<file path="config.mk">
export PLATFORM = sky130hd
export DESIGN_NAME = alien_bomb_draw
export DESIGN_NICKNAME = d
export VERILOG_FILES = /design/src/rtl/alien_bomb_draw.sv
export SDC_FILE = /design/constraint.sdc
export NUM_CORES = 1
export LEC_CHECK = 0
export CAP_MARGIN = 20
export CORE_MARGIN = 10
export CORE_UTILIZATION = 53
export CTS_BUF_LIST = sky130_fd_sc_hd__clkbuf_16
export DETAILED_ROUTE_END_ITERATION = 8
export HOLD_SLACK_MARGIN = 0.03
export PLACE_DENSITY = 0.88
export REMOVE_ABC_BUFFERS = 1
export SLEW_MARGIN = 15
export SYNTH_ARGS = -nofsm -noshare
export SYNTH_HDL_FRONTEND = slang
export SYNTH_SLANG_ARGS = --single-unit
</file>
<file path="constraint.sdc">
create_clock -name clock -period 4.16 [get_ports clock]
set_input_delay 0.416 -clock clock [delete_from_list [all_inputs] [get_ports clock]]
set_output_delay 0.416 -clock clock [all_outputs]
set_load 0.05 [all_outputs]
</file>
<file path="src/rtl/alien_bomb_draw.sv">
// Alien bomb: spawns under a live alien, then erases, falls and redraws once per frame.
// Streams erase/draw pixels to the frame-buffer writer and flags collisions with the player.
//
// Ports:
//   clock, global_reset_n      : clock, async active-low reset
//   frame_start                : 1-cycle pulse starting this frame's update
//   drop_req, drop_alien       : request a new bomb from the given alien index
//   alien_alive_data_in        : alien-alive RAM read data (1-cycle latency)
//   alien_group_x/y            : alien group top-left (alien 0)
//   player_x/y                 : player box centre
//   out_which_alien            : alien-alive RAM read address
//   out_x/out_y/out_which_color: pixel to write, qualified by out_pixel_valid
//   out_bomb_done              : high while this frame's work is finished
//   out_bomb_alive             : a bomb currently exists
//   out_player_hit             : 1-cycle pulse on collision
//   out_drop_ack               : 1-cycle pulse when a bomb spawns
module alien_bomb_draw #(
    parameter int BOMB_WIDTH           = 3,
    parameter int BOMB_LENGTH          = 8,
    parameter int BOMB_SPEED           = 4,
    parameter int SCREEN_HEIGHT        = 480,
    parameter int ALIEN_COLS           = 8,
    parameter int ALIEN_WIDTH          = 40,
    parameter int ALIEN_HEIGHT         = 21,
    parameter int ALIEN_GAP            = 21,
    parameter int PLAYER_WIDTH         = 32,
    parameter int PLAYER_HEIGHT        = 32,
    parameter int BACKGROUND_COLOR_NUM = 0,
    parameter int BOMB_COLOR_NUM       = 3
) (
    input  logic       clock,
    input  logic       global_reset_n,
    input  logic       frame_start,
    input  logic       drop_req,
    input  logic [4:0] drop_alien,
    input  logic       alien_alive_data_in,
    input  logic [9:0] alien_group_x,
    input  logic [8:0] alien_group_y,
    input  logic [9:0] player_x,
    input  logic [8:0] player_y,
    output logic [4:0] out_which_alien,
    output logic [9:0] out_x,
    output logic [8:0] out_y,
    output logic [3:0] out_which_color,
    output logic       out_pixel_valid,
    output logic       out_bomb_done,
    output logic       out_bomb_alive,
    output logic       out_player_hit,
    output logic       out_drop_ack
);

    localparam int CB  = $clog2(ALIEN_COLS);
    localparam int XCW = $clog2(BOMB_WIDTH + 1);
    localparam int YCW = $clog2(BOMB_LENGTH + 1);

    localparam logic [2:0] S_IDLE  = 3'd0;
    localparam logic [2:0] S_START = 3'd1;
    localparam logic [2:0] S_READ  = 3'd2;
    localparam logic [2:0] S_WAIT  = 3'd3;
    localparam logic [2:0] S_ERASE = 3'd4;
    localparam logic [2:0] S_MOVE  = 3'd5;
    localparam logic [2:0] S_DRAW  = 3'd6;
    localparam logic [2:0] S_DONE  = 3'd7;

    logic [2:0]     state;
    logic           bomb_alive;
    logic [9:0]     bx;
    logic [10:0]    by;
    logic [XCW-1:0] xi;
    logic [YCW-1:0] yi;

    logic [CB-1:0]  col;
    logic [4:0]     row;
    logic [9:0]     spawn_x;
    logic [10:0]    spawn_y;
    logic [9:0]     pix_x;
    logic [8:0]     pix_y;
    logic           x_last;
    logic           y_last;
    logic [10:0]    by_n;
    logic [11:0]    bot;
    logic           offscreen;
    logic           hit_x;
    logic           hit_y;

    // Spawn position: horizontally centred under the alien,
    // top row just below the alien's bottom edge.
    always_comb begin
        col     = out_which_alien[CB-1:0];
        row     = out_which_alien >> CB;
        spawn_x = alien_group_x
                + 10'(col) * 10'(ALIEN_WIDTH + ALIEN_GAP)
                + 10'(ALIEN_WIDTH / 2);
        spawn_y = 11'(alien_group_y)
                + 11'(row) * 11'(ALIEN_HEIGHT + ALIEN_GAP)
                + 11'(ALIEN_HEIGHT);
    end

    always_comb begin
        pix_x  = bx - 10'(BOMB_WIDTH / 2) + 10'(xi);
        pix_y  = by[8:0] + 9'(yi);
        x_last = (xi == XCW'(BOMB_WIDTH - 1));
        y_last = (yi == YCW'(BOMB_LENGTH - 1));
    end

    // Move and collision, in widened unsigned arithmetic. The
    // half-widths are moved to the other side of each compare so
    // nothing can go negative near the screen edges.
    always_comb begin
        by_n      = by + 11'(BOMB_SPEED);
        bot       = 12'(by_n) + 12'(BOMB_LENGTH - 1);
        offscreen = bot > 12'(SCREEN_HEIGHT - 1);
        hit_x     = (12'(bx) + 12'(BOMB_WIDTH / 2 + PLAYER_WIDTH / 2)
                     >= 12'(player_x))
                 && (12'(bx) <= 12'(player_x)
                     + 12'(PLAYER_WIDTH / 2 - 1 + BOMB_WIDTH / 2));
        hit_y     = (bot + 12'(PLAYER_HEIGHT / 2) >= 12'(player_y))
                 && (12'(by_n) <= 12'(player_y)
                     + 12'(PLAYER_HEIGHT / 2 - 1));
    end

    assign out_bomb_done  = (state == S_DONE);
    assign out_bomb_alive = bomb_alive;

    always_ff @(posedge clock or negedge global_reset_n) begin
        if (!global_reset_n) begin
            state           <= S_IDLE;
            bomb_alive      <= 1'b0;
            bx              <= '0;
            by              <= '0;
            xi              <= '0;
            yi              <= '0;
            out_which_alien <= '0;
            out_x           <= '0;
            out_y           <= '0;
            out_which_color <= '0;
            out_pixel_valid <= 1'b0;
            out_player_hit  <= 1'b0;
            out_drop_ack    <= 1'b0;
        end else begin
            out_pixel_valid <= 1'b0;
            out_player_hit  <= 1'b0;
            out_drop_ack    <= 1'b0;
            case (state)
                S_IDLE, S_DONE: begin
                    if (frame_start) state <= S_START;
                end
                S_START: begin
                    xi <= '0;
                    yi <= '0;
                    if (bomb_alive) begin
                        state <= S_ERASE;
                    end else if (drop_req) begin
                        out_which_alien <= drop_alien;
                        state           <= S_READ;
                    end else begin
                        state <= S_DONE;
                    end
                end
                S_READ: state <= S_WAIT;
                S_WAIT: begin
                    if (alien_alive_data_in) begin
                        bx           <= spawn_x;
                        by           <= spawn_y;
                        bomb_alive   <= 1'b1;
                        out_drop_ack <= 1'b1;
                        xi           <= '0;
                        yi           <= '0;
                        state        <= S_DRAW;
                    end else begin
                        state <= S_DONE;
                    end
                end
                S_ERASE, S_DRAW: begin
                    out_x           <= pix_x;
                    out_y           <= pix_y;
                    out_pixel_valid <= 1'b1;
                    out_which_color <= (state == S_ERASE)
                                     ? 4'(BACKGROUND_COLOR_NUM)
                                     : 4'(BOMB_COLOR_NUM);
                    if (x_last) begin
                        xi <= '0;
                        yi <= yi + 1'b1;
                        if (y_last) begin
                            yi    <= '0;
                            state <= (state == S_ERASE) ? S_MOVE : S_DONE;
                        end
                    end else begin
                        xi <= xi + 1'b1;
                    end
                end
                S_MOVE: begin
                    by <= by_n;
                    xi <= '0;
                    yi <= '0;
                    if (offscreen) begin
                        bomb_alive <= 1'b0;
                        state      <= S_DONE;
                    end else if (hit_x && hit_y) begin
                        out_player_hit <= 1'b1;
                        bomb_alive     <= 1'b0;
                        state          <= S_DONE;
                    end else begin
                        state <= S_DRAW;
                    end
                end
                default: state <= S_IDLE;
            endcase
        end
    end

endmodule

</file>
==> report_table.html, run 1 <==
<table>
<tr><th>Metric</th><th>Value</th></tr>
<tr><th colspan="2">GRT</th></tr>
<tr><td>Number of global-route vias before repair</td><td>5381</td></tr>
<tr><td>Aggregate global-route resource usage</td><td>18.48%</td></tr>
<tr><td>Pin count of the biggest net entering global routing</td><td>43</td></tr>
<tr><td>Global-route wire length before repair</td><td>25220 µm</td></tr>
<tr><td>Antenna violations before repair</td><td>0</td></tr>
<tr><td>Remaining global-route overflow</td><td>0</td></tr>
<tr><th colspan="2">Yosys</th></tr>
<tr><td>Share of synthesized registers carrying an async set or reset</td><td>100.0%</td></tr>
<tr><td>Post-synth cell types</td><td>68</td></tr>
<tr><td>Dominant synthesized flop cell</td><td>sky130_fd_sc_hd__dfrtp_1</td></tr>
<tr><td>Synthesized area divided by synthesized cell count</td><td>around 8.6 µm²</td></tr>
<tr><td>Netlist Area Pre-Place</td><td>0.005943 mm²</td></tr>
<tr><td>Fraction of the yosys area taken by sequential cells</td><td>between 20% and 30%</td></tr>
<tr><td>Number of warnings printed during yosys synthesis</td><td>0</td></tr>
<tr><td>Synthesis-stage register bit count</td><td>59</td></tr>
<tr><td>Number of enable-type register cells in the synthesized netlist</td><td>0</td></tr>
<tr><td>Count of mapped cells out of synthesis</td><td>689</td></tr>
<tr><th colspan="2">STA</th></tr>
<tr><td>Final hold violation count</td><td>0</td></tr>
<tr><td>Setup TNS</td><td>0 ns</td></tr>
<tr><td>Fin. max-slew vios</td><td>0</td></tr>
<tr><td>Max Fclk</td><td>0.2675 GHz</td></tr>
<tr><td>Unrepaired setup endpoints after global routing</td><td>no</td></tr>
<tr><td>Clock Skews</td><td>0.006890 ns</td></tr>
<tr><td>Final period demand of the worst path</td><td>around 3.7 ns</td></tr>
<tr><td>Slew margin rel.</td><td>52.08%</td></tr>
<tr><td>Setup violators final</td><td>0</td></tr>
<tr><td>Post-route clock period utilization</td><td>89.87%</td></tr>
<tr><td>Measured slew at the worst slew-check pin</td><td>just over 0.7 ns</td></tr>
<tr><th colspan="2">Setup path</th></tr>
<tr><td>Kind of start point of the critical path</td><td>flip-flop</td></tr>
<tr><td>Critical path capture point type</td><td>flip-flop</td></tr>
<tr><td>R2R Setup Slk</td><td>roughly 0.42 ns</td></tr>
<tr><td>Peak fanout along the critical path</td><td>13</td></tr>
<tr><td>Arrival time of the worst setup path</td><td>4.00 ns</td></tr>
<tr><td>Start-to-end type of the worst setup path</td><td>flip-flop to flip-flop</td></tr>
<tr><td>Req. time, crit path</td><td>4.42 ns</td></tr>
<tr><th colspan="2">Floorplan</th></tr>
<tr><td>Area inside the core boundary</td><td>0.01089 mm²</td></tr>
<tr><td>Core Rows</td><td>38</td></tr>
<tr><td>Starting density of the core</td><td>54.59%</td></tr>
<tr><td>Horizontal extent of the die</td><td>125.9 µm</td></tr>
<tr><td>Total Die Area</td><td>between 0.015 and 0.02 mm²</td></tr>
<tr><td>I/O pin total</td><td>81</td></tr>
<tr><td>Die height</td><td>between 100 and 150 µm</td></tr>
<tr><th colspan="2">Routing</th></tr>
<tr><td># DRC</td><td>0</td></tr>
<tr><td>Total number of vias</td><td>5189</td></tr>
<tr><td>DRT antenna net count</td><td>0</td></tr>
<tr><td>Vias per inst</td><td>5.708</td></tr>
<tr><td>Post-detailed-route wirelength per cell</td><td>16.50 µm</td></tr>
<tr><td>Starting DRC count in detailed routing</td><td>approximately 400</td></tr>
<tr><td>1st-pass router iterations</td><td>5</td></tr>
<tr><td>Total detailed-routing wirelength</td><td>around 15000 µm</td></tr>
<tr><th colspan="2">Place</th></tr>
<tr><td>Total half-perimeter wirelength after legalization and detailed placement</td><td>~12000 µm</td></tr>
<tr><td>Number of port buffers</td><td>78</td></tr>
<tr><td>Routability Congestion</td><td>0.9360</td></tr>
<tr><th colspan="2">Clocking</th></tr>
<tr><td>Post-cts repair resize count</td><td>0</td></tr>
<tr><td>Clock latency on the worst-skew pair</td><td>0.33 ns</td></tr>
<tr><td>Total clock sinks</td><td>59</td></tr>
<tr><td>Root cell of the clock tree</td><td>sky130_fd_sc_hd__clkbuf_16</td></tr>
<tr><td>H-tree lvl count</td><td>3</td></tr>
<tr><td>Clock-pin slew on the worst setup and hold paths</td><td>0.05 ns</td></tr>
<tr><td>Setup Fix Bufs, Post-CTS</td><td>0</td></tr>
<tr><td>Clock buffers created by TritonCTS</td><td>9</td></tr>
<tr><td>Maximum root-to-sink buffer count</td><td>2</td></tr>
<tr><td>CTS Hold Bufs</td><td>0</td></tr>
<tr><td>TritonCTS clock tree</td><td>built</td></tr>
<tr><th colspan="2">Pwr</th></tr>
<tr><td>Design Power</td><td>6.559 mW</td></tr>
<tr><td>Standby leakage power</td><td>3.463 nW</td></tr>
<tr><td>Power per cell area</td><td>about 920 mW/mm²</td></tr>
<tr><td>Peak VDD IR</td><td>between 0.7 and 0.8 mV</td></tr>
<tr><th colspan="2">Cells and area</th></tr>
<tr><td>Util after Layout</td><td>65.63%</td></tr>
<tr><td>Share of layout cells above drive strength 1</td><td>4.811%</td></tr>
<tr><td>Diode count</td><td>0</td></tr>
<tr><td>Commonest non-fill, non-tap cells in the layout</td><td>105 x sky130_fd_sc_hd__ha_1, 82 x sky130_fd_sc_hd__inv_1, 77 x sky130_fd_sc_hd__clkdlybuf4s50_1, 71 x sky130_fd_sc_hd__nand2_1, 63 x sky130_fd_sc_hd__o21ai_0</td></tr>
<tr><td>Leading cell type in the layout, fill and taps excluded</td><td>sky130_fd_sc_hd__ha_1</td></tr>
<tr><td>Layout overhead on the synthesized area</td><td>20.23%</td></tr>
<tr><td>Net count of the finished layout</td><td>928</td></tr>
<tr><th colspan="2">Hold path</th></tr>
<tr><td>Worst min-delay path class</td><td>primary input to asynchronous set/reset pin</td></tr>
<tr><th colspan="2">Job</th></tr>
<tr><td>Max Cap Viol</td><td>0</td></tr>
<tr><th colspan="2">Outcome</th></tr>
<tr><td>Result of the run</td><td>finished, final reports clean</td></tr>
</table>
-- report_power, final --
part,internal [mW],leakage [nW],total (mW),switching (mW)
clock,0.516,0.152,0.775,0.259
sequential,0.828,0.732,1.20,0.369
combinational,1.95,2.58,4.59,2.63
total,3.30,3.46,6.56,3.26
-- cells by family after synthesis --
logic type               count (synthesis)  synth area share (%)
AND/OR/NAND/NOR                        184                 15.24
AO/OA/AOI/OAI                          159                 17.07
adder cells (fa/ha/maj)                116                 25.68
buffers and inverters                  104                 7.073
XOR/XNOR                                60                 8.969
flip-flops                              59                 24.84
multiplexers                             6                 1.053
other                                    1               0.06310
-- worst max-delay path: stages (launching register included) --
cell and delay, ns:
sky130_fd_sc_hd__dfrtp_1 0.62, sky130_fd_sc_hd__inv_1 0.12, sky130_fd_sc_hd__ha_1 0.36, sky130_fd_sc_hd__nor3_2 0.43, sky130_fd_sc_hd__xnor2_1 0.23, sky130_fd_sc_hd__inv_1 0.08, sky130_fd_sc_hd__ha_1 0.29, sky130_fd_sc_hd__ha_1 0.29
sky130_fd_sc_hd__a21o_1 0.16, sky130_fd_sc_hd__a21o_1 0.17, sky130_fd_sc_hd__a21oi_1 0.12, sky130_fd_sc_hd__o21ai_0 0.11, sky130_fd_sc_hd__a211oi_1 0.27, sky130_fd_sc_hd__a31o_1 0.26, sky130_fd_sc_hd__o211a_1 0.17
-- area by class of cell --
class | instances | area, µm²
inverters | 83 | 311.5
repair buffers | 84 | 820.8
well taps | 140 | 175.2
clock inverters | 7 | 83.83
flip-flops and latches | 59 | 1476
clock buffers | 9 | 225.2
fillers | 858 | 3742
multi-input cells | 527 | 4053
-- path summary, 6_finish.rpt --
path	from	end	depth (start not counted)
max	by[2]$_DFFE_PN0P_	out_bomb_alive$_DFFE_PN0P_	14
min	global_reset_n	out_x[8]$_DFFE_PN0P_	1
max reg2reg	by[2]$_DFFE_PN0P_	out_bomb_alive$_DFFE_PN0P_	14
min reg2reg	out_x[1]$_DFFE_PN0P_	out_x[1]$_DFFE_PN0P_	2
max in group asynchronous	global_reset_n	bx[5]$_DFFE_PN0P_	2
min in group clock	out_x[1]$_DFFE_PN0P_	out_x[1]$_DFFE_PN0P_	2
-- synthesized netlist by cell type (all sizes together) (7+ instances only) --
cell type	count	share of area [%]
a21o	18	2.3
a21oi	25	2.1
and3	7	0.82
buf	9	1.1
clkbuf	12	0.76
dfrtp	59	25
fa	10	3.4
ha	106	22
inv	82	5.2
nand2	72	4.6
nand3	17	1.5
nand4	8	0.84
nor2	27	1.7
nor2b	8	0.84
nor3	18	1.6
o21ai	63	5.3
xnor2	44	6.5
xor2	16	2.5
-- routing by layer --
metal / global-route usage [%] / wire, µm / part of all wire (%) / vias up
li1: - / - / - / 2531
met1: 23.20 / 6556 / 44 / 2455
met2: 30.60 / 7114 / 47 / 179
met3: 4.614 / 1067 / 7.1 / 24
met4: 5.425 / 257 / 1.7 / 0
met5: 0 / 0 / 0 / -
-- through the flow --
stage	cells	setup WS [ns]	hold slack (ns)	instance area, µm²
after global routing	909	0.1347	0.1592	7146
final	909	0.4216	0.09979	7146
after detailed placement	893	0.3674	0.4651	6834
after CTS	909	0.3370	0.1218	7143
after global placement	893	0.4874	0.4578	6834
after floorplan	669	0.5967	0.1204	5838
-- sequential cells by signal (all words and copies together), names as in the netlist --
| register | count |
|---|---|
| bx | 10 |
| by | 11 |
| out_bomb_alive | 1 |
| out_drop_ack | 1 |
| out_pixel_valid | 1 |
| out_player_hit | 1 |
| out_which_alien | 5 |
| out_which_color | 1 |
| out_x | 10 |
| out_y | 9 |
| state | 3 |
| xi | 2 |
| yi | 4 |
Power figures use the tool's default switching activity.
==> run 2: changes to the inputs <==
Settings changed: CORE_MARGIN 10 to not set, CTS_BUF_LIST sky130_fd_sc_hd__clkbuf_16 to sky130_fd_sc_hd__clkbuf_8.
==> report_table.html, run 2 (same netlist as run 1, synthesis figures left out) <==
<table>
<tr><th>Metric</th><th>Value</th></tr>
<tr><th colspan="2">Outcome</th></tr>
<tr><td>Result of the run</td><td>finished, final reports clean</td></tr>
<tr><th colspan="2">Pwr</th></tr>
<tr><td>Peak VDD IR</td><td>0.7844 mV (+9.2%)</td></tr>
<tr><td>Switch share</td><td>50.83% (+1.1 points)</td></tr>
<tr><td>Clock power frac</td><td>9.0% (-2.8 points)</td></tr>
<tr><td>Power per cell area</td><td>896.0 mW/mm² (-2.4%)</td></tr>
<tr><td>Sequential Power Share</td><td>18.7% (+0.4 points)</td></tr>
<tr><td>Comb power frac</td><td>72.3% (+2.4 points)</td></tr>
<tr><td>Switching power of the nets</td><td>3.213 mW (-1.5%)</td></tr>
<tr><td>Internal power consumption</td><td>3.108 mW (-5.7%)</td></tr>
<tr><td>Standby leakage power</td><td>3.430 nW (-0.94%)</td></tr>
<tr><th colspan="2">Setup path</th></tr>
<tr><td>Largest stage delay, worst path</td><td>0.62 ns (about the same)</td></tr>
<tr><td>Crit path buffers/inverters</td><td>2 (unchanged)</td></tr>
<tr><td>Req. time, crit path</td><td>4.37 ns (-0.05 ns)</td></tr>
<tr><td>Peak fanout along the critical path</td><td>13 (unchanged)</td></tr>
<tr><td>R2R Setup Slk</td><td>0.44 ns (about the same)</td></tr>
<tr><td>Cell chain of the critical path</td><td>inv_1 -&gt; ha_1 -&gt; nor3_2 -&gt; xnor2_1 -&gt; inv_1 -&gt; ha_1 -&gt; ha_1 -&gt; a21o_1 -&gt; a21o_1 -&gt; a21oi_1 -&gt; o21ai_0 -&gt; a211oi_1 -&gt; a31o_1 -&gt; a31oi_1</td></tr>
<tr><td>Start-to-end type of the worst setup path</td><td>flip-flop to flip-flop</td></tr>
<tr><td>Most frequent cell on the critical path</td><td>sky130_fd_sc_hd__ha_1</td></tr>
<tr><td>CP top delay family</td><td>compound AO/OA/AOI/OAI gates</td></tr>
<tr><td>Critical path capture point type</td><td>flip-flop</td></tr>
<tr><td>Cell with the biggest individual delay on the critical path</td><td>sky130_fd_sc_hd__dfrtp_1</td></tr>
<tr><td>Arrival time of the worst setup path</td><td>3.93 ns (-0.07 ns)</td></tr>
<tr><td>Kind of start point of the critical path</td><td>flip-flop</td></tr>
<tr><th colspan="2">STA</th></tr>
<tr><td>Max Fclk</td><td>0.2686 GHz (+0.40%)</td></tr>
<tr><td>Slew margin rel.</td><td>51.73% (-0.35 points)</td></tr>
<tr><td>Post-route clock period utilization</td><td>89.51% (-0.35 points)</td></tr>
<tr><td>Clock Skews</td><td>0.01310 ns (+0.006207 ns)</td></tr>
<tr><td>Hold Slack</td><td>0.4486 ns (+0.3488 ns)</td></tr>
<tr><td>Measured slew at the worst slew-check pin</td><td>0.7218 ns (+0.008208 ns)</td></tr>
<tr><td>Setup violators final</td><td>0 (unchanged)</td></tr>
<tr><td>Unrepaired setup endpoints after global routing</td><td>no</td></tr>
<tr><td>Final period demand of the worst path</td><td>3.724 ns (-0.01476 ns)</td></tr>
<tr><td>Fin. max-slew vios</td><td>0 (unchanged)</td></tr>
<tr><td>Final hold violation count</td><td>0 (unchanged)</td></tr>
<tr><td>Setup slack after layout</td><td>0.4364 ns (+0.01476 ns)</td></tr>
<tr><td>Setup TNS</td><td>0 ns (unchanged)</td></tr>
<tr><th colspan="2">GRT</th></tr>
<tr><td>Global-route wire length before repair</td><td>23710 µm (-6.0%)</td></tr>
<tr><td>Antenna violations before repair</td><td>0 (unchanged)</td></tr>
<tr><td>Remaining global-route overflow</td><td>0 (unchanged)</td></tr>
<tr><td>Aggregate global-route resource usage</td><td>25.72% (+7.2 points)</td></tr>
<tr><td>Pin count of the biggest net entering global routing</td><td>52 (+21%)</td></tr>
<tr><td>Number of global-route vias before repair</td><td>5109 (-5.1%)</td></tr>
<tr><th colspan="2">Cells and area</th></tr>
<tr><td>Net count of the finished layout</td><td>929 (+0.11%)</td></tr>
<tr><td>Number of flip-flops under the largest register name</td><td>11 (unchanged)</td></tr>
<tr><td>Share of layout cells above drive strength 1</td><td>5.065% (+0.25 points)</td></tr>
<tr><td>Registers with the highest flip-flop counts</td><td>by: 11 flops, bx: 10 flops, out_x: 10 flops</td></tr>
<tr><td>Util after Layout</td><td>64.79% (-0.84 points)</td></tr>
<tr><td>Register with the most flip-flops</td><td>by</td></tr>
<tr><td>Commonest non-fill, non-tap cells in the layout</td><td>105 x sky130_fd_sc_hd__ha_1, 82 x sky130_fd_sc_hd__inv_1, 77 x sky130_fd_sc_hd__clkdlybuf4s50_1, 71 x sky130_fd_sc_hd__nand2_1, 63 x sky130_fd_sc_hd__o21ai_0</td></tr>
<tr><td>Layout overhead on the synthesized area</td><td>18.69%</td></tr>
<tr><td>Diode count</td><td>0 (unchanged)</td></tr>
<tr><td>Final standard cell area without fillers</td><td>0.007054 mm² (-1.3%)</td></tr>
<tr><td>Leading cell type in the layout, fill and taps excluded</td><td>sky130_fd_sc_hd__ha_1</td></tr>
<tr><th colspan="2">Clocking</th></tr>
<tr><td>TritonCTS clock tree</td><td>built</td></tr>
<tr><td>Setup Fix Bufs, Post-CTS</td><td>0 (unchanged)</td></tr>
<tr><td>Clock latency on the worst-skew pair</td><td>0.35 ns (+0.02 ns)</td></tr>
<tr><td>Root cell of the clock tree</td><td>sky130_fd_sc_hd__clkbuf_8</td></tr>
<tr><td>Maximum root-to-sink buffer count</td><td>2 (unchanged)</td></tr>
<tr><td>H-tree lvl count</td><td>3 (unchanged)</td></tr>
<tr><td>Total clock sinks</td><td>59 (unchanged)</td></tr>
<tr><td>Clock-pin slew on the worst setup and hold paths</td><td>0.08 ns (+0.03 ns)</td></tr>
<tr><td>Clock buffers created by TritonCTS</td><td>9 (unchanged)</td></tr>
<tr><th colspan="2">Routing</th></tr>
<tr><td>Starting DRC count in detailed routing</td><td>446 (+12%)</td></tr>
<tr><td>Total detailed-routing wirelength</td><td>14070 µm (-6.1%)</td></tr>
<tr><td>DRT antenna net count</td><td>0 (unchanged)</td></tr>
<tr><td>Vias per inst</td><td>5.709 (about the same)</td></tr>
<tr><td>Post-detailed-route wirelength per cell</td><td>15.47 µm (-6.2%)</td></tr>
<tr><td>Total number of vias</td><td>5195 (+0.12%)</td></tr>
<tr><td>1st-pass router iterations</td><td>5 (unchanged)</td></tr>
<tr><td># DRC</td><td>0 (unchanged)</td></tr>
<tr><th colspan="2">Place</th></tr>
<tr><td>Total half-perimeter wirelength after legalization and detailed placement</td><td>11260 µm (-5.7%)</td></tr>
<tr><td>Routability Congestion</td><td>0.9090 (-2.9%)</td></tr>
<tr><td>Number of port buffers</td><td>78 (unchanged)</td></tr>
<tr><td>Placed inst area</td><td>0.006834 mm² (unchanged)</td></tr>
<tr><td>Worst slack after detailed placement</td><td>0.3490 ns (-0.01844 ns)</td></tr>
<tr><th colspan="2">Floorplan</th></tr>
<tr><td>Horizontal extent of the die</td><td>107.9 µm (-14%)</td></tr>
<tr><td>Die height</td><td>107.9 µm (-14%)</td></tr>
<tr><td>Core Rows</td><td>38 (unchanged)</td></tr>
<tr><td>I/O pin total</td><td>81 (unchanged)</td></tr>
<tr><td>Total Die Area</td><td>0.01164 mm² (-27%)</td></tr>
<tr><td>Area inside the core boundary</td><td>0.01089 mm² (unchanged)</td></tr>
<tr><td>Starting density of the core</td><td>54.59% (unchanged)</td></tr>
<tr><th colspan="2">Job</th></tr>
<tr><td>Max Cap Viol</td><td>0 (unchanged)</td></tr>
<tr><th colspan="2">Hold path</th></tr>
<tr><td>Worst min-delay path class</td><td>primary input to asynchronous set/reset pin</td></tr>
</table>
==> run 2: changes by cell type in the layout (fill, tap and decap cells not counted), sizes merged <==
| cell | previous run | this run |
|---|---|---|
| clkinv | 4 | 5 |
| clkinvlp | 1 | 0 |
| dlygate4sd3 | 0 | 1 |
==> run 2: path summary, 6_finish.rpt <==
path / start / end / cells after the start
max: by[2]$_DFFE_PN0P_ / state[0]$_DFFE_PN0P_ / 14
min: global_reset_n / out_x[9]$_DFFE_PN0P_ / 2
max reg2reg: by[2]$_DFFE_PN0P_ / state[0]$_DFFE_PN0P_ / 14
min reg2reg: out_x[1]$_DFFE_PN0P_ / out_x[1]$_DFFE_PN0P_ / 2
max in group asynchronous: global_reset_n / bx[7]$_DFFE_PN0P_ / 3
min in group clock: out_x[1]$_DFFE_PN0P_ / out_x[1]$_DFFE_PN0P_ / 2
==> run 2: layer usage <==
metal / GRT usage [%] / vias to the layer above / share of wire (%)
met1: 34.58 / 2422 / 45
met3: 4.298 / 35 / 5.6
met5: 0 / - / 0
met4: 9.980 / 0 / 2.8
li1: - / 2540 / -
met2: 41.12 / 198 / 47
==> run 2: power groups by stage <==
stage	Clock, mW	Combinational, mW	Sequential (mW)
6_report	0.572	4.57	1.18
5_1_grt	0.607	5.14	1.22
4_1_cts	0.575	4.57	1.18
3_5_place_dp	0	4.49	1.19
3_3_place_gp	0	4.30	1.17
2_1_floorplan	0	2.91	1.57
==> run 2: area by class of cell <==
cell class                      instances  area (µm²)
Multi-Input combinational cell        527        4053
Fill cell                             877        3834
Sequential cell                        59        1476
Timing Repair Buffer                   85       830.8
Inverter                               83       311.5
Tap cell                              140       175.2
Clock buffer                            9       123.9
Clock inverter                          7       83.83
==> run 2: what timing repair did <==
item                       CTS  global route
setup endpoints to repair    0             2
hold buffers                 1             0
hold endpoints to repair     8             0
resized for setup            0             1
==> run 2: per-stage QoR <==
stage                     cells  power, mW
after floorplan             669      4.473
after global placement      893      5.462
after detailed placement    893      5.680
after CTS                   910      6.316
after global routing        910      6.972
final                       910      6.321
==> run 3: changes to the inputs <==
Clock period 4.16 ns to 3.65 ns, I/O delays scaled along.
==> report_table.html, run 3 (same netlist as run 1, synthesis figures left out) <==
<table>
<tr><th>Metric</th><th>Value</th></tr>
<tr><th colspan="2">Clocking</th></tr>
<tr><td>Clock latency on the worst-skew pair</td><td>0.34 ns (about the same)</td></tr>
<tr><td>Post-cts repair resize count</td><td>0 (unchanged)</td></tr>
<tr><td>Total clock sinks</td><td>59 (unchanged)</td></tr>
<tr><td>Maximum root-to-sink buffer count</td><td>2 (unchanged)</td></tr>
<tr><td>Clock-pin slew on the worst setup and hold paths</td><td>0.07 ns (about the same)</td></tr>
<tr><td>H-tree lvl count</td><td>3 (unchanged)</td></tr>
<tr><td>Setup Fix Bufs, Post-CTS</td><td>0 (unchanged)</td></tr>
<tr><td>Root cell of the clock tree</td><td>sky130_fd_sc_hd__clkbuf_8</td></tr>
<tr><td>Clock buffers created by TritonCTS</td><td>9 (unchanged)</td></tr>
<tr><td>CTS Hold Bufs</td><td>0 (-1)</td></tr>
<tr><td>TritonCTS clock tree</td><td>built</td></tr>
<tr><th colspan="2">Pwr</th></tr>
<tr><td>Peak VDD IR</td><td>0.9163 mV (+17%)</td></tr>
<tr><td>Standby leakage power</td><td>3.469 nW (+1.1%)</td></tr>
<tr><td>Power per cell area</td><td>1018 mW/mm² (+14%)</td></tr>
<tr><td>Design Power</td><td>7.267 mW (+15%)</td></tr>
<tr><th colspan="2">Floorplan</th></tr>
<tr><td>I/O pin total</td><td>81 (unchanged)</td></tr>
<tr><td>Core Rows</td><td>38 (unchanged)</td></tr>
<tr><td>Die height</td><td>107.9 µm (unchanged)</td></tr>
<tr><td>Starting density of the core</td><td>54.59% (unchanged)</td></tr>
<tr><td>Total Die Area</td><td>0.01164 mm² (unchanged)</td></tr>
<tr><td>Area inside the core boundary</td><td>0.01089 mm² (unchanged)</td></tr>
<tr><td>Horizontal extent of the die</td><td>107.9 µm (unchanged)</td></tr>
<tr><th colspan="2">Cells and area</th></tr>
<tr><td>Register Area</td><td>0.001480 mm² (+0.25%)</td></tr>
<tr><td>Diode count</td><td>0 (unchanged)</td></tr>
<tr><td>Commonest non-fill, non-tap cells in the layout</td><td>106 x sky130_fd_sc_hd__ha_1, 82 x sky130_fd_sc_hd__inv_1, 77 x sky130_fd_sc_hd__clkdlybuf4s50_1, 71 x sky130_fd_sc_hd__nand2_1, 63 x sky130_fd_sc_hd__o21ai_0</td></tr>
<tr><td>Layout overhead on the synthesized area</td><td>20.06%</td></tr>
<tr><td>Registers with the highest flip-flop counts</td><td>by: 11 flops, bx: 10 flops, out_x: 10 flops</td></tr>
<tr><td>Number of flip-flops under the largest register name</td><td>11 (unchanged)</td></tr>
<tr><td>Net count of the finished layout</td><td>935 (+0.65%)</td></tr>
<tr><td>Filler Cell Count</td><td>892 (+1.7%)</td></tr>
<tr><td>Register with the most flip-flops</td><td>by</td></tr>
<tr><td>Final standard cell area without fillers</td><td>0.007136 mm² (+1.2%)</td></tr>
<tr><td>Leading cell type in the layout, fill and taps excluded</td><td>sky130_fd_sc_hd__ha_1</td></tr>
<tr><td>Util after Layout</td><td>65.54% (+0.75 points)</td></tr>
<tr><td>Total area of multi-input combinational cells</td><td>0.004068 mm² (+0.37%)</td></tr>
<tr><td>Share of layout cells above drive strength 1</td><td>6.701% (+1.6 points)</td></tr>
<tr><th colspan="2">Setup path</th></tr>
<tr><td>Req. time, crit path</td><td>3.87 ns (-0.50 ns)</td></tr>
<tr><td>Critical path capture point type</td><td>flip-flop</td></tr>
<tr><td>Arrival time of the worst setup path</td><td>3.62 ns (-0.31 ns)</td></tr>
<tr><td>Kind of start point of the critical path</td><td>flip-flop</td></tr>
<tr><td>Peak fanout along the critical path</td><td>5 (-8)</td></tr>
<tr><td>Start-to-end type of the worst setup path</td><td>flip-flop to flip-flop</td></tr>
<tr><th colspan="2">Routing</th></tr>
<tr><td>DRT antenna net count</td><td>0 (unchanged)</td></tr>
<tr><td># DRC</td><td>0 (unchanged)</td></tr>
<tr><td>1st-pass router iterations</td><td>5 (unchanged)</td></tr>
<tr><td>Vias per inst</td><td>5.641 (-1.2%)</td></tr>
<tr><td>Starting DRC count in detailed routing</td><td>372 (-17%)</td></tr>
<tr><td>Post-detailed-route wirelength per cell</td><td>15.13 µm (-2.2%)</td></tr>
<tr><td>Total detailed-routing wirelength</td><td>13860 µm (-1.5%)</td></tr>
<tr><td>Total number of vias</td><td>5167 (-0.54%)</td></tr>
<tr><th colspan="2">STA</th></tr>
<tr><td>Setup violators final</td><td>0 (unchanged)</td></tr>
<tr><td>Max Fclk</td><td>0.2936 GHz (+9.3%)</td></tr>
<tr><td>Fin. max-slew vios</td><td>0 (unchanged)</td></tr>
<tr><td>Unrepaired setup endpoints after global routing</td><td>no</td></tr>
<tr><td>Slew margin rel.</td><td>55.72% (+4.0 points)</td></tr>
<tr><td>Setup slack after layout</td><td>0.2440 ns (-0.1924 ns)</td></tr>
<tr><td>Measured slew at the worst slew-check pin</td><td>0.6617 ns (-0.06010 ns)</td></tr>
<tr><td>Post-route clock period utilization</td><td>93.31% (+3.8 points)</td></tr>
<tr><td>Clock Skews</td><td>0.008205 ns (-0.004892 ns)</td></tr>
<tr><td>Setup TNS</td><td>0 ns (unchanged)</td></tr>
<tr><td>Final period demand of the worst path</td><td>3.406 ns (-0.3176 ns)</td></tr>
<tr><td>Final hold violation count</td><td>0 (unchanged)</td></tr>
<tr><th colspan="2">GRT</th></tr>
<tr><td>Antenna violations before repair</td><td>0 (unchanged)</td></tr>
<tr><td>Remaining global-route overflow</td><td>0 (unchanged)</td></tr>
<tr><td>Number of global-route vias before repair</td><td>4964 (-2.8%)</td></tr>
<tr><td>Aggregate global-route resource usage</td><td>25.18% (-0.54 points)</td></tr>
<tr><td>Global-route wire length before repair</td><td>23140 µm (-2.4%)</td></tr>
<tr><td>Pin count of the biggest net entering global routing</td><td>43 (-17%)</td></tr>
<tr><th colspan="2">Outcome</th></tr>
<tr><td>Result of the run</td><td>finished, final reports clean</td></tr>
<tr><th colspan="2">Place</th></tr>
<tr><td>Number of port buffers</td><td>78 (unchanged)</td></tr>
<tr><td>Total half-perimeter wirelength after legalization and detailed placement</td><td>11090 µm (-1.5%)</td></tr>
<tr><td>Placed inst area</td><td>0.006887 mm² (+0.77%)</td></tr>
<tr><td>Routability Congestion</td><td>0.9123 (+0.36%)</td></tr>
<tr><td>Worst slack after detailed placement</td><td>0.2016 ns (-0.1474 ns)</td></tr>
<tr><th colspan="2">Job</th></tr>
<tr><td>Max Cap Viol</td><td>0 (unchanged)</td></tr>
<tr><th colspan="2">Hold path</th></tr>
<tr><td>Worst min-delay path class</td><td>primary input to asynchronous set/reset pin</td></tr>
</table>
[run 3: cell types whose count changed in the layout (fill, tap and decap cells not counted), sizes merged]
cell	change
buf	+7
clkbuf	+2
clkinv	-3
clkinvlp	+1
dlygate4sd3	-1
[run 3: critical path: stages (launching register included)]
cell and delay [ns]:
sky130_fd_sc_hd__dfrtp_1 0.43, sky130_fd_sc_hd__inv_1 0.13, sky130_fd_sc_hd__ha_1 0.35, sky130_fd_sc_hd__inv_1 0.05
sky130_fd_sc_hd__ha_1 0.29, sky130_fd_sc_hd__xor2_1 0.20, sky130_fd_sc_hd__fa_1 0.45, sky130_fd_sc_hd__ha_1 0.35
sky130_fd_sc_hd__a21o_1 0.20, sky130_fd_sc_hd__a21o_1 0.18, sky130_fd_sc_hd__a21oi_1 0.24, sky130_fd_sc_hd__o21ai_0 0.15
sky130_fd_sc_hd__xnor2_1 0.16, sky130_fd_sc_hd__o21ai_0 0.08
[run 3: final cells by class]
class	count	share of cell area [%]
Multi-Input combinational cell	527	57.01
Sequential cell	59	20.74
Inverter	83	4.366
Timing Repair Buffer	91	12.24
Clock buffer	11	2.122
Tap cell	140	2.455
Clock inverter	5	1.070
[run 3: path summary, 6_finish.rpt]
path                                                       end                      startpoint  cells past startpoint  slack, ns
worst max-delay path                         bx[9]$_DFFE_PN0P_  out_which_alien[2]$_DFFE_PN0P_                     13       0.24
worst min-delay path                      out_x[9]$_DFFE_PN0P_                  global_reset_n                      1       0.03
worst max register to register               bx[9]$_DFFE_PN0P_  out_which_alien[2]$_DFFE_PN0P_                     13       0.24
worst min register to register            out_x[9]$_DFFE_PN0P_            out_x[9]$_DFFE_PN0P_                      2       0.48
max in group asynchronous       out_which_alien[1]$_DFFE_PN0P_                  global_reset_n                      2       2.75
min in group clock                        out_x[9]$_DFFE_PN0P_            out_x[9]$_DFFE_PN0P_                      2       0.48
[run 3: per-stage QoR]
stage | hold slack, ns | instances
finish | 0.02926 | 916
global route | 0.06840 | 916
CTS | 0.03549 | 916
detailed placement | 0.4043 | 900
global placement | 0.3990 | 900
floorplan | 0.06941 | 669
[run 3: layer usage]
layer	global-route usage [%]	vias to the layer above	part of all wire [%]
li1	-	2546	-
met1	34.77	2388	45
met2	39.74	205	47
met3	4.358	28	6.5
met4	8.317	0	1.9
met5	0	-	0
[run 3: report_power, final]
part	total, mW	switching, mW	internal (mW)
Combinational	5.27	3.01	2.26
Clock	0.682	0.264	0.418
Sequential	1.32	0.372	0.948
